`config.mk`:
```
export PLATFORM = sky130hd
export DESIGN_NAME = mem_port_arbiter
export DESIGN_NICKNAME = d
export VERILOG_FILES = /design/src/rtl/mem_arb_pkg.sv /design/src/rtl/mem_arb_pick.sv /design/src/rtl/mem_port_arbiter.sv
export SDC_FILE = /design/constraint.sdc
export NUM_CORES = 1
export LEC_CHECK = 0
export ABC_AREA = 0
export BUFFER_PORTS_ARGS = -buffer_cell sky130_fd_sc_hd__buf_2
export CORE_ASPECT_RATIO = 2
export CORE_MARGIN = 2
export CORE_UTILIZATION = 45
export DETAILED_ROUTE_END_ITERATION = 10
export PLACE_DENSITY = 0.89
export SKIP_CTS_REPAIR_TIMING = 1
export SYNTH_ARGS = -nofsm -noshare
export SYNTH_HDL_FRONTEND = slang
export SYNTH_SLANG_ARGS = --single-unit
```
`constraint.sdc`:
```
create_clock -name clock -period 3.9 [get_ports clock]
set_clock_uncertainty 0.1 [all_clocks]
set_input_delay 0.78 -clock clock [delete_from_list [all_inputs] [get_ports clock]]
set_output_delay 0.78 -clock clock [all_outputs]
set_load 0.1 [all_outputs]
```
`src/rtl/mem_arb_pkg.sv`:
```
// Shared types and constants for the two-port RAM arbiter.
package mem_arb_pkg;

  localparam int DEF_DATA_W = 32;
  localparam int DEF_ADDR_W = 9;

  // Requester ids, also used as the grant/owner encoding.
  localparam logic PORT_A = 1'b0;
  localparam logic PORT_B = 1'b1;

  typedef enum logic {
    IDLE    = 1'b0,
    RD_WAIT = 1'b1
  } state_t;

endpackage

```
`src/rtl/mem_arb_pick.sv`:
```
// Two-way request selector.
// Default: fixed priority, B over A.
// With MEM_ARB_RR_EN: round robin, so on contention the port that did not win
// last time is picked.
module mem_arb_pick
  import mem_arb_pkg::*;
(
  input  logic a_req,
  input  logic b_req,
`ifdef MEM_ARB_RR_EN
  input  logic last_grant,
`endif
  output logic grant_valid,
  output logic grant_id
);

  // Pick a winner. A single requester always wins outright.
  always_comb begin
    grant_valid = a_req | b_req;
    grant_id    = PORT_A;
    if (a_req && b_req) begin
`ifdef MEM_ARB_RR_EN
      grant_id = ~last_grant;
`else
      grant_id = PORT_B;
`endif
    end else if (b_req) begin
      grant_id = PORT_B;
    end
  end

endmodule

```
`src/rtl/mem_port_arbiter.sv`:
```
// Shares one single-port synchronous RAM (1-cycle registered read) between an
// instruction-fetch port (A) and a load/store port (B).
// Writes finish at the grant edge. Reads return data 2 cycles after the grant,
// as a one-cycle rvalid pulse.
// Optional macro MEM_ARB_RR_EN switches contention handling to round robin.
module mem_port_arbiter
  import mem_arb_pkg::*;
#(
  parameter int DATA_W = DEF_DATA_W,
  parameter int ADDR_W = DEF_ADDR_W
) (
  input  logic              clock,
  input  logic              reset,
  input  logic              a_req,
  input  logic              a_we,
  input  logic [ADDR_W-1:0] a_addr,
  input  logic [DATA_W-1:0] a_wdata,
  output logic              a_ready,
  output logic              a_rvalid,
  output logic [DATA_W-1:0] a_rdata,
  input  logic              b_req,
  input  logic              b_we,
  input  logic [ADDR_W-1:0] b_addr,
  input  logic [DATA_W-1:0] b_wdata,
  output logic              b_ready,
  output logic              b_rvalid,
  output logic [DATA_W-1:0] b_rdata,
  output logic              ram_read,
  output logic              ram_write,
  output logic [ADDR_W-1:0] ram_addr,
  output logic [DATA_W-1:0] ram_din,
  input  logic [DATA_W-1:0] ram_dout
);

  state_t state;
  logic   owner;
  logic   grant_valid;
  logic   grant_id;
  logic   gnt;
  logic   win_we;

`ifdef MEM_ARB_RR_EN
  logic   last_grant;
`endif

  mem_arb_pick u_pick (
    .a_req       (a_req),
    .b_req       (b_req),
`ifdef MEM_ARB_RR_EN
    .last_grant  (last_grant),
`endif
    .grant_valid (grant_valid),
    .grant_id    (grant_id)
  );

  // Grants are only issued in IDLE; RD_WAIT holds everyone off.
  assign gnt    = (state == IDLE) && grant_valid;
  assign win_we = (grant_id == PORT_B) ? b_we : a_we;

  // Ready handshake and RAM strobes; everything is zero outside a grant cycle.
  always_comb begin
    a_ready   = 1'b0;
    b_ready   = 1'b0;
    ram_read  = 1'b0;
    ram_write = 1'b0;
    ram_addr  = '0;
    ram_din   = '0;
    if (gnt) begin
      a_ready   = (grant_id == PORT_A);
      b_ready   = (grant_id == PORT_B);
      ram_write = win_we;
      ram_read  = ~win_we;
      ram_addr  = (grant_id == PORT_B) ? b_addr  : a_addr;
      ram_din   = (grant_id == PORT_B) ? b_wdata : a_wdata;
    end
  end

  // FSM: IDLE -> RD_WAIT on a read grant.
  // The RD_WAIT exit edge lands ram_dout in the owner's rdata and pulses its
  // rvalid.
  always_ff @(posedge clock or posedge reset) begin
    if (reset) begin
      state    <= IDLE;
      owner    <= PORT_B;
      a_rvalid <= 1'b0;
      b_rvalid <= 1'b0;
      a_rdata  <= '0;
      b_rdata  <= '0;
    end else begin
      a_rvalid <= 1'b0;
      b_rvalid <= 1'b0;
      case (state)
        IDLE: begin
          if (gnt && !win_we) begin
            owner <= grant_id;
            state <= RD_WAIT;
          end
        end
        RD_WAIT: begin
          state <= IDLE;
          if (owner == PORT_B) begin
            b_rdata  <= ram_dout;
            b_rvalid <= 1'b1;
          end else begin
            a_rdata  <= ram_dout;
            a_rvalid <= 1'b1;
          end
        end
        default: state <= IDLE;
      endcase
    end
  end

`ifdef MEM_ARB_RR_EN
  // Remember the most recent winner so contention alternates.
  always_ff @(posedge clock or posedge reset) begin
    if (reset)    last_grant <= PORT_A;
    else if (gnt) last_grant <= grant_id;
  end
`endif

endmodule
```
==> summary.md <==
| Metric | Value |
|---|---|
| TritonCTS Sinks | `68` |
| Max Slew Vio Count | `0` |
| Syn_nets | `about 420` |
| Cells after Synth | `between 200 and 300` |
| Data required, critical path | `~3.0 ns` |
| Pre-CTS WS | `~0.57 ns` |
| Final worst slack | `0.541 ns` |
| GRT Util Overall | `between 20% and 30%` |
| Crit path arrival time | `roughly 2.5 ns` |
| Synth cell types | `20` |
| Final setup vio count | `0` |
| Clock power frac | `around 16%` |
| DRT Pass-1 Iters | `4` |
| Layout area overhead | `41.2%` |
| Fin nets | `around 640` |
| Syn Area/Cell | `between 10 and 15 sq um` |
| Ys Warns | `0` |
| Port bufs | `between 200 and 250` |
| P_sw | `0.00272 W` |
| RSZ-0062 raised after global routing | `false` |
| Final HPWL DP | `roughly 7.4 mm` |
| CORE AREA | `about 7500 sq um` |
| Minimum clock period | `3.36 ns` |
| Worst Max-Slew Pin Slew | `roughly 1.2 ns` |
| Status | `finished clean` |
| Slew margin rel. | `a little over a fifth` |
| Final setup TNS | `0 ns` |
| Post-route clock period utilization | `between 80% and 90%` |
| Max Cap Viol | `0` |
| Mapped Area | `~3500 sq um` |
| Io pins | `~230` |
| Via density | `5.17` |
| Commonest non-fill, non-tap cell in the layout | `buf_2` |
| Number of fill cells | `600` |
| Switching share of total power | `a little under 60%` |
| Final core utilization | `64.7%` |
| Crit path kind | `in2out` |
| CP Max Fanout | `67` |
| Largest net degree at the start of global routing | `between 60 and 70` |
| Number of H-tree levels | `3` |
| Vias in the first global route | `~3,200` |
| Worst-path clk slew | `approximately 0.050 ns` |
| Min-Delay Path Class | `reg2reg` |
| Later-pin clock latency in the skew report | `around 0.32 ns` |
| Reg power frac | `between 20% and 30%` |
| Wire per inst | `between 15 and 20 microns` |
| Die width | `between 60 and 70 microns` |
| P_int | `~0.0019 W` |
| # diodes | `0` |
| Post-synthesis sequential area ratio | `about half` |
| Num CTS Buffers | `9` |
| Critical path startpoint category | `input pin` |
| CP endpoint kind | `primary output` |
| Area of the multi-input gates | `1600 sq um` |
| First-pass GRT wire length | `roughly 14 mm` |
| Total gr overflow | `0` |
| Fmax | `between 0.2 and 0.3 GHz` |
| Worst vdd ir | `about 0.00042 V` |
| Most frequent cells in the layout | `buf_2, dfrtp_1, a21oi_1` |
| Core Rows | `45` |
| CTS tree | `built` |
| 1st-iter DRT viols | `around 230` |
| Endpoints failing hold | `0` |
| Routed vias | `3,173` |
| Pwr dens | `about 950 nW/um^2` |
| Initial antenna violation count | `0` |
| RD Place Congestion | `about 0.85` |
| Die Ht | `128 microns` |
| Die area | `8440 sq um` |
| Clock root buffer | `clkbuf_16` |
| WL final | `roughly 9.6 mm` |
| CTS max path bufs | `2` |
| Synthesized flop and latch total | `68` |
| DRT antenna net count | `0` |
| Storage element area | `~1700 sq um` |
| Comb pwr share | `between 60% and 70%` |
| Static leakage | `around 2.6 nW` |
| Initial core utilization | `45.8%` |
| Drt drc | `0` |
| Layout cells sized above 1 | `60.6%` |
==> synth_stat cells <==
| cell type | n | share of area (%) |
|---|---|---|
| o21bai_1 | 1 | 0.22 |
| nor3b_1 | 1 | 0.22 |
| clkbuf_1 | 5 | 0.54 |
| buf_6 | 4 | 1.3 |
| nand2_2 | 1 | 0.18 |
| buf_1 | 6 | 0.65 |
| nand2_1 | 42 | 4.6 |
| nor2b_1 | 1 | 0.18 |
| mux2_4 | 29 | 13 |
| dfrtp_1 | 67 | 48 |
| mux2_2 | 35 | 11 |
| or3b_1 | 2 | 0.51 |
| buf_2 | 9 | 1.3 |
| a22o_1 | 1 | 0.25 |
| nand3b_1 | 42 | 9.1 |
| a21oi_1 | 44 | 6.4 |
| dfstp_2 | 1 | 0.76 |
| buf_4 | 3 | 0.65 |
| inv_1 | 3 | 0.33 |
| nand2b_1 | 2 | 0.36 |
==> power by group through the flow <==
stage                     combinational, W  sequential [W]  clock, W
after floorplan                   0.000687         0.00277         0
after global placement             0.00279         0.00107         0
after detailed placement           0.00282         0.00108         0
after CTS                          0.00283         0.00107  0.000759
after global routing               0.00289         0.00110  0.000789
final                              0.00282         0.00108  0.000746
==> final timing paths <==
check / cells past startpoint / start / slack (ns) / to
setup / recovery: 5 / b_req / 0.54 / ram_din[21]
hold / removal: 1 / b_rdata[4]$_DFFE_PP0P_ / 0.40 / b_rdata[4]$_DFFE_PP0P_
setup reg to reg: 2 / state$_DFF_PP0_ / 1.58 / a_rdata[4]$_DFFE_PP0P_
hold reg to reg: 1 / b_rdata[4]$_DFFE_PP0P_ / 0.40 / b_rdata[4]$_DFFE_PP0P_
max in group asynchronous: 3 / reset / 2.29 / b_rdata[6]$_DFFE_PP0P_
min in group asynchronous: 2 / reset / 0.53 / a_rdata[13]$_DFFE_PP0P_
==> layer usage <==
metal  wire, microns  vias up  global-route usage [%]
met4             232        0                    10.6
li1                -     1470                       -
met2            5270      168                    42.3
met1            3520     1519                    23.7
met3             623       16                    3.78
met5               0        -                       0
==> worst max-delay path: stages <==
cell	delay, ns
buf_2	0.64
buf_4	0.35
nand2_1	0.08
a21oi_1	0.17
buf_2	0.46
==> cells by family after synthesis <==
kind of cell    count (synthesis)  share of synthesized area [%]
buf+inv                        30                           4.78
flops                          68                           49.3
mux                            64                           24.0
compound gates                 46                           6.84
simple gates                   91                           15.1
==> sequential cells by signal, indices dropped and copies added (netlist names) <==
name and cells:
b_rvalid 1, b_rdata 32, a_rdata 32, state 1
a_rvalid 1, owner 1
==> layout make-up <==
class	instances	share of cell area, %
Inverter	3	0.231
Clock inverter	3	0.820
Multi-Input combinational cell	201	32.7
Tap cell	94	2.41
Clock buffer	11	4.77
Sequential cell	68	34.9
Timing Repair Buffer	234	24.2
==> through the flow <==
| stage | power (W) | instances | cell area (sq um) | hold WS (ns) |
|---|---|---|---|---|
| after global routing | 0.00478 | 614 | 4880 | 0.411 |
| after CTS | 0.00467 | 614 | 4880 | 0.399 |
| after global placement | 0.00386 | 600 | 4610 | 0.381 |
| after detailed placement | 0.00390 | 600 | 4610 | 0.388 |
| after floorplan | 0.00346 | 299 | 3460 | 0.453 |
| final | 0.00464 | 614 | 4880 | 0.397 |
Note: power is estimated with default switching activity, not from simulation.
